**config.mk**
```make
export PLATFORM = sky130hd
export DESIGN_NAME = lab1_imul_pow_initiator
export DESIGN_NICKNAME = d
export VERILOG_FILES = /design/src/rtl/lab1_imul_pow_initiator.sv
export SDC_FILE = /design/constraint.sdc
export NUM_CORES = 1
export LEC_CHECK = 0
export BUFFER_PORTS_ARGS = -buffer_cell sky130_fd_sc_hd__buf_2
export CELL_PAD_IN_SITES_DETAIL_PLACEMENT = 1
export CELL_PAD_IN_SITES_GLOBAL_PLACEMENT = 2
export CORE_ASPECT_RATIO = 0.75
export CORE_MARGIN = 1
export CORE_UTILIZATION = 26
export DETAILED_ROUTE_END_ITERATION = 6
export PLACE_DENSITY_LB_ADDON = 0.1
export SLEW_MARGIN = 40
export SYNTH_ARGS = -nofsm -noshare
export SYNTH_HDL_FRONTEND = slang
export SYNTH_SLANG_ARGS = --single-unit
```
**constraint.sdc**
```tcl
create_clock -name clk -period 1.6 [get_ports clk]
set_input_delay 0.4 -clock clk [delete_from_list [all_inputs] [get_ports clk]]
set_output_delay 0.4 -clock clk [all_outputs]
set_load 0.01 [all_outputs]
```
**src/rtl/lab1_imul_pow_initiator.sv**
```systemverilog
// Integer power engine: base^exp mod 2^p_nbits.
// Drives an external multiplier over en/rdy.
module lab1_imul_pow_initiator #(
  parameter int p_nbits = 32
) (
  input  logic                 clk,
  input  logic                 reset,
  input  logic                 req_en,
  output logic                 req_rdy,
  input  logic [2*p_nbits-1:0] req_msg,
  output logic                 resp_en,
  input  logic                 resp_rdy,
  output logic [p_nbits-1:0]   resp_msg,
  output logic                 mul_req_en,
  input  logic                 mul_req_rdy,
  output logic [2*p_nbits-1:0] mul_req_msg,
  input  logic                 mul_resp_en,
  output logic                 mul_resp_rdy,
  input  logic [p_nbits-1:0]   mul_resp_msg
);

  localparam logic [2:0] IDLE     = 3'd0;
  localparam logic [2:0] CHECK    = 3'd1;
  localparam logic [2:0] MUL_REQ  = 3'd2;
  localparam logic [2:0] MUL_WAIT = 3'd3;
  localparam logic [2:0] SQ_REQ   = 3'd4;
  localparam logic [2:0] SQ_WAIT  = 3'd5;
  localparam logic [2:0] DONE     = 3'd6;

  localparam logic [p_nbits-1:0] ONE =
    {{(p_nbits-1){1'b0}}, 1'b1};

  logic [2:0]         state_q, state_d;
  logic [p_nbits-1:0] acc_q, acc_d;
  logic [p_nbits-1:0] b_q, b_d;
  logic [p_nbits-1:0] e_q, e_d;

  logic [p_nbits-1:0] req_base;
  logic [p_nbits-1:0] req_exp;

  assign req_base = req_msg[2*p_nbits-1:p_nbits];
  assign req_exp  = req_msg[p_nbits-1:0];
  assign resp_msg = acc_q;

  // Handshake outputs decoded from the current state.
  always_comb begin
    req_rdy      = 1'b0;
    resp_en      = 1'b0;
    mul_req_en   = 1'b0;
    mul_resp_rdy = 1'b0;
    mul_req_msg  = '0;
    unique case (state_q)
      IDLE: req_rdy = 1'b1;
      MUL_REQ: begin
        mul_req_msg = {acc_q, b_q};
        mul_req_en  = mul_req_rdy;
      end
      SQ_REQ: begin
        mul_req_msg = {b_q, b_q};
        mul_req_en  = mul_req_rdy;
      end
      MUL_WAIT,
      SQ_WAIT: mul_resp_rdy = 1'b1;
      DONE: resp_en = resp_rdy;
      default: ;
    endcase
  end

  // Square-and-multiply sequencing, LSB first.
  always_comb begin
    state_d = state_q;
    acc_d   = acc_q;
    b_d     = b_q;
    e_d     = e_q;
    unique case (state_q)
      IDLE: begin
        if (req_en) begin
          acc_d   = ONE;
          b_d     = req_base;
          e_d     = req_exp;
          state_d = CHECK;
        end
      end
      CHECK: begin
        if (e_q == '0)
          state_d = DONE;
        else if (e_q[0])
          state_d = MUL_REQ;
        else
          state_d = SQ_REQ;
      end
      MUL_REQ: begin
        if (mul_req_en)
          state_d = MUL_WAIT;
      end
      MUL_WAIT: begin
        if (mul_resp_en) begin
          acc_d = mul_resp_msg;
          // Last set bit: skip the useless square.
          if (e_q[p_nbits-1:1] == '0) begin
            e_d     = '0;
            state_d = DONE;
          end else begin
            state_d = SQ_REQ;
          end
        end
      end
      SQ_REQ: begin
        if (mul_req_en)
          state_d = SQ_WAIT;
      end
      SQ_WAIT: begin
        if (mul_resp_en) begin
          b_d     = mul_resp_msg;
          e_d     = e_q >> 1;
          state_d = CHECK;
        end
      end
      DONE: begin
        if (resp_en)
          state_d = IDLE;
      end
      default: state_d = IDLE;
    endcase
  end

  // State and datapath registers.
  always_ff @(posedge clk or negedge reset) begin
    if (!reset) begin
      state_q <= IDLE;
      acc_q   <= ONE;
      b_q     <= '0;
      e_q     <= '0;
    end else begin
      state_q <= state_d;
      acc_q   <= acc_d;
      b_q     <= b_d;
      e_q     <= e_d;
    end
  end

endmodule

```
==> results of run 1 <==
[registers in the layout, summed over array words and instances, names as in the netlist]
name      flops
b_q          32
state_q       3
e_q          32
resp_msg     32
[logic make-up after synthesis]
group | after synthesis | share of synthesized area (%)
buffers and inverters | 56 | 5.897
AND/OR/NAND/NOR | 163 | 15.63
multiplexers | 32 | 5.944
AO/OA/AOI/OAI | 202 | 26.38
flip-flops | 99 | 45.99
XOR/XNOR | 1 | 0.1626
[per-layer routing]
| metal | GRT usage (%) | share of wire, % | vias up |
|---|---|---|---|
| li1 | - | - | 2501 |
| met1 | 32.10 | 48 | 2745 |
| met2 | 34.90 | 45 | 171 |
| met3 | 5.055 | 5.5 | 27 |
| met4 | 4.759 | 1.2 | 2 |
| met5 | 0 | 0.056 | - |
[per-stage QoR]
step | power, mW | util, % | cell area (sq um)
after floorplan | 10.33 | - | 5683
after global placement | 13.09 | 35.20 | 7136
after detailed placement | 13.31 | 35.20 | 7136
after CTS | 20.41 | 44.86 | 9094
after global routing | 21.43 | 44.75 | 9071
final | 20.17 | 44.75 | 9071
[cell type report]
type                       instances  share of cell area (%)
multi-input combinational        398                   35.54
sequential                        99                   27.34
clock inverter                     7                  0.9379
clock buffer                       9                   2.483
timing repair buffer             288                   29.97
tap                              258                   3.559
inverter                           4                  0.1655
[report_power, final]
group	internal (mW)	total [mW]	switching (mW)	leakage (nW)
clock	1.25	2.34	1.10	0.146
sequential	3.53	4.60	1.07	1.17
combinational	7.13	13.2	6.10	3.02
[placed cells by master, fill, tap and decap left out, types with 2 or more instances in the layout]
cell and n:
buf_12 25, clkinvlp_4 2, nor2_4 21, clkbuf_16 10, a221oi_1 2, o21ai_0 6
nand2_1 3, and2_4 2, buf_16 18, a2bb2oi_1 31, inv_8 2, nand4_1 2
nor2_1 38, dfrtp_1 97, buf_8 6, nor2b_4 31, nor3_1 2, mux2i_1 32
bufbuf_16 2, buf_6 49, inv_1 4, buf_2 165, a22o_1 63, nor4_1 7
a21oi_1 46, buf_4 22, nor2_2 11, a21oi_2 49, nor2b_1 34
[how the worst max path moves through the flow]
stage	from	depth (start not counted)	slack [ns]	end
2_1_floorplan	state_q[1]	7	-0.03	mul_req_msg[10]
3_3_place_gp	state_q[0]	7	-0.13	b_q[24]
3_5_place_dp	state_q[0]	7	-0.21	b_q[25]
4_1_cts	state_q[0]	6	-0.52	mul_req_msg[52]
5_1_grt	state_q[0]	7	-0.58	mul_req_msg[20]
6_report	state_q[0]	7	-0.53	mul_req_msg[20]
[timing repair]
| item | CTS | global route |
|---|---|---|
| gates resized for setup | 190 | 19 |
| hold endpoints to repair | 0 | 0 |
| cloned | 23 | 1 |
| endpoints found under the setup margin | 164 | 166 |
| buffers inserted | 28 | 4 |
| pin swaps | 6 | 23 |
==> run_results.csv, run 1 <==
group,metric,value,unit
floorplanning,rows,45,
final_layout,regArea,2480,sq um
timing,relSlewSlack,71.99,%
timing,setup_tns,-57.43,ns
worst_setup_path,cpMaxStageDelayCell,"dfrtp_1",
yosys,yosys.area.top_type_share,45.51,%
worst_setup_path,worstPathArrival,1.73,ns
flow_run,maxCapViolCount,0,
clocking,root_buffer,"clkbuf_16",
final_layout,final_layout_size_suffix_gt1_share,53.42,%
routing,routedWlPerCell,21.81,microns
place,io_buffers,201,
place,dp_hpwl,13910,microns
grt,grt_max_degree,53,
final_layout,fill_cells,2220,
final_layout,area_growth,68.33,%
worst_setup_path,slowest_delay,0.43,ns
yosys,yosys-top-cells-area,"dfrtp_1 46%, a22o_1 10%, a21oi_1 7.9%, nor2b_1 7.5%, mux2i_1 5.9%",
place,pre_cts_ws,-0.2093,ns
floorplanning,dieArea,21310,sq um
timing,rsz0062_at_grt,"true",
yosys,synth_area,5389,sq um
worst_setup_path,timing.rr.end,"b_q[18]",
clocking,clockBufferDepth,2,
grt,grt.overflow.total,0,
timing,slew_violations,0,
clocking,clock_latency,0.35,ns
routing,via_per_inst,5.123,
routing,route.vias.total,5446,
routing,drtPass1Iterations,4,
timing,fin_ws,-0.5273,ns
routing,drc,0,
floorplanning,die_x,168.2,microns
clocking,clock_sinks,99,
grt,grt_pass1_vias,5911,
yosys,yosys-top-cells-count,"98 x dfrtp_1, 85 x a21oi_1, 69 x nor2_1",
run_status,failed_checks,"negative setup slack",
worst_setup_path,crit_top_cell,"nor2_4",
timing,fmax,470.1,MHz
pwr,vdd_drop_max,0.9483,mV
timing,fin_crit_sh,133.0,%
worst_setup_path,crit_chain,"nand2b_4 > nor2_4 > nor2_4 > buf_12 > buf_16 > nor2b_4 > buf_6",
worst_setup_path,crit_family,"simple AND/OR/NAND/NOR gates",
final_layout,multiInputGateArea,3224,sq um
yosys,ys_seq_elements,99,
yosys,synth_ff_type,"dfrtp_1",
clocking,cts_tree,"yes",
floorplanning,num_io_pins,202,
yosys,synth_warnings,0,
worst_setup_path,cp-end-kind,"output pin",
timing,clock_skew,0.005366,ns
yosys,yosysTopAreaCell,"dfrtp_1",
timing,hold_ws,0.03214,ns
pwr,leakagePower,4.343,nW
yosys,synth_fp_nets,655,
timing,worst_pin_slew,0.4163,ns
grt,antenna_found_initial,1,
worst_hold_path,hp-class,"input pin to asynchronous set/reset pin",
pwr,powerDensity,2224,nW/um^2
timing,setup_viol,164,
worst_setup_path,cp_max_fo,5,
routing,drt_iter0_drc,240,
worst_setup_path,reg2reg_from,"state_q[0]",
yosys,async_flop_share,100.0,%
clocking,cts_buffers,9,
routing,drtAntennaViolNets,0,
worst_setup_path,crit_path_start_kind,"flip-flop",
worst_setup_path,path_class,"flip-flop to output pin",
yosys,syn_inst,553,
grt,grt_pass1_wl,36320,microns
timing,hold_viol,0,
clocking,h-tree-depth,3,
worst_setup_path,critPathBufInv,3,
final_layout,nets,902,
final_layout,final_cells,1063,
clocking,cts_hold_buffers,0,
worst_setup_path,crit_required,1.20,ns
worst_setup_path,ff2ff_setup_slack,-0.38,ns
place,gp_congestion,0.8258,
yosys,syn_area_per_cell,9.745,sq um
yosys,yosys.cell_types.count,34,
yosys,yosysSeqAreaShare,45.99,%
yosys,synth_edf_count,0,
grt,grt_usage,22.56,%
run_status,status,"complete, but fails checks",
floorplanning,core,20270,sq um
floorplanning,die_height,126.7,microns
routing,wirelength,23190,microns
final_layout,diodes,0,
timing,fin_crit,2.127,ns
place,dp.cells,999,
worst_setup_path,worst_r2r_path_depth,9,
clocking,path_clk_slew,0.08,ns
yosys,synth.most_common_cell,"dfrtp_1",
floorplanning,initial_core_util,26.59,%
Power figures use the tool's default switching activity.
==> run 2: changes to the inputs <==
- CORE_ASPECT_RATIO: 0.75 -> 1.4
- GPL_ROUTABILITY_DRIVEN: not set -> 1
==> run 2 against run 1 <==
Compared with the run above: the flow still finishes with violations (negative setup slack); cell area rose by 3.0%; power up 5.0%; highest routed layer is now met4; core utilization is 1.8 points higher; combinational power is 6% higher; global-route usage is 0.81 points lower; critical path type unchanged; sequential power grew 3%; maximum frequency increased by 1.6%; via count rose by 1.3%; wire length up 4.4%; cell count about the same; setup slack improved by 0.034 ns; clock skew up 0.0026 ns.
==> run_results.csv, run 2 (synthesized netlist as in run 1, its figures left out) <==
group,metric,value,unit
floorplanning,dieArea,21310,sq um
final_layout,final_layout_size_suffix_gt1_share,58.82,%
worst_setup_path,cpMaxStageDelayCell,"dfrtp_2",
pwr,leakagePower,4.391,nW
routing,drt_iter0_drc,172,
worst_setup_path,crit_path_start_kind,"flip-flop",
worst_setup_path,cp_max_fo,10,
timing,setup_tns,-53.12,ns
place,gp_congestion,0.7275,
floorplanning,die_x,123.7,microns
routing,drc,0,
floorplanning,die_height,172.3,microns
timing,hold_ws,0.2845,ns
worst_setup_path,crit_top_cell,"nor2_4",
worst_setup_path,slowest_delay,0.44,ns
timing,slew_violations,0,
clocking,path_clk_slew,0.07,ns
grt,grt.overflow.total,0,
worst_setup_path,cp-end-kind,"output pin",
grt,grt_usage,21.75,%
pwr,finalPower,21.19,mW
timing,hold_viol,0,
routing,via_per_inst,5.187,
place,dp_hpwl,14370,microns
final_layout,final_common_cell,"buf_2",
clocking,clock_latency,0.36,ns
worst_setup_path,path_class,"flip-flop to output pin",
worst_setup_path,crit_family,"simple AND/OR/NAND/NOR gates",
worst_setup_path,crit_chain,"nand2b_4 > nor2_4 > nor2_4 > buf_12 > nor2_2 > buf_2",
clocking,root_buffer,"clkbuf_16",
final_layout,area_growth,73.30,%
timing,clock_skew,0.008002,ns
final_layout,final_cells,1064,
routing,wirelength,24210,microns
worst_hold_path,hp-class,"input pin to flip-flop",
routing,route.vias.total,5519,
timing,setup_viol,163,
routing,drtAntennaViolNets,0,
timing,worst_pin_slew,0.3955,ns
grt,antenna_found_initial,0,
clocking,clock_sinks,99,
clocking,cts_buffers,9,
routing,drtPass1Iterations,4,
grt,grt_pass1_vias,5868,
worst_setup_path,worstPathArrival,1.69,ns
floorplanning,rows,61,
worst_setup_path,crit_required,1.20,ns
clocking,h-tree-depth,3,
grt,grt_max_degree,33,
timing,fin_crit_sh,130.9,%
place,io_buffers,201,
timing,rsz0062_at_grt,"true",
place,place_area,7178,sq um
timing,relSlewSlack,73.63,%
clocking,clockBufferDepth,2,
final_layout,fin_util,46.53,%
place,dp.cells,998,
timing,fin_ws,-0.4937,ns
grt,grt_pass1_wl,34450,microns
pwr,powerDensity,2269,nW/um^2
clocking,cts_tree,"yes",
final_layout,final_cell_mix,"164 x buf_2, 96 x dfrtp_1, 63 x a22o_1",
pwr,vdd_drop_max,0.7505,mV
floorplanning,core,20070,sq um
floorplanning,initial_core_util,26.85,%
timing,fmax,477.6,MHz
final_layout,postLayoutCellArea,9339,sq um
final_layout,nets,908,
worst_setup_path,critPathBufInv,2,
run_status,failed_checks,"negative setup slack",
place,pre_cts_ws,-0.2091,ns
floorplanning,num_io_pins,202,
run_status,status,"complete, but fails checks",
flow_run,maxCapViolCount,0,
routing,routedWlPerCell,22.75,microns
timing,fin_crit,2.094,ns
## run 2: cell types whose count changed in the layout (fill, tap and decap cells not counted), sizes merged
| cell | change |
|---|---|
| buf | +2 |
| bufbuf | -1 |
| bufinv | +1 |
| clkbuf | +5 |
| clkinv | +2 |
| clkinvlp | -2 |
| diode | +1 |
| dlygate4sd3 | +1 |
| inv | -2 |
## run 2: power breakdown
part	switching, mW	total [mW]	internal, mW
Sequential	1.22	4.75	3.53
Combinational	6.50	14.0	7.46
Clock	1.06	2.48	1.42
## run 2: what timing repair did
item	CTS	global route
pin swaps	6	10
hold endpoints to repair	19	0
gates cloned	19	5
setup buffers	25	22
resized for setup	187	105
hold buffers	1	0
setup endpoints to repair	164	166
## run 2: routing by layer
| metal | GRT usage [%] | wire length [microns] | up-vias |
|---|---|---|---|
| met5 | 0 | 0 | - |
| met4 | 6.338 | 408 | 0 |
| met3 | 3.133 | 1082 | 27 |
| met2 | 39.93 | 13200 | 163 |
| met1 | 25.74 | 9510 | 2824 |
| li1 | - | - | 2505 |
## run 2: final cells by class
class                      count  area, sq um
antenna                        1        2.502
clock buffer                  10        239.0
clock inverter                 6        87.58
fill                        2211        10730
inverter                       4        15.01
multi-input combinational    398         3476
sequential                    99         2481
tap                          252        315.3
timing repair buffer         294         2723
## run 2: path summary, 6_finish.rpt
| path | from | end | slack [ns] | cells past startpoint |
|---|---|---|---|---|
| max reg2reg | state_q[2] | e_q[4] | -0.42 | 9 |
| min in group asynchronous | reset | resp_msg[18] | 0.51 | 2 |
| min reg2reg | resp_msg[0] | resp_msg[0] | 0.49 | 2 |
| max in group asynchronous | reset | state_q[1] | 0.54 | 3 |
| max | state_q[0] | mul_req_en | -0.49 | 6 |
| min | mul_resp_msg[8] | resp_msg[8] | 0.28 | 2 |
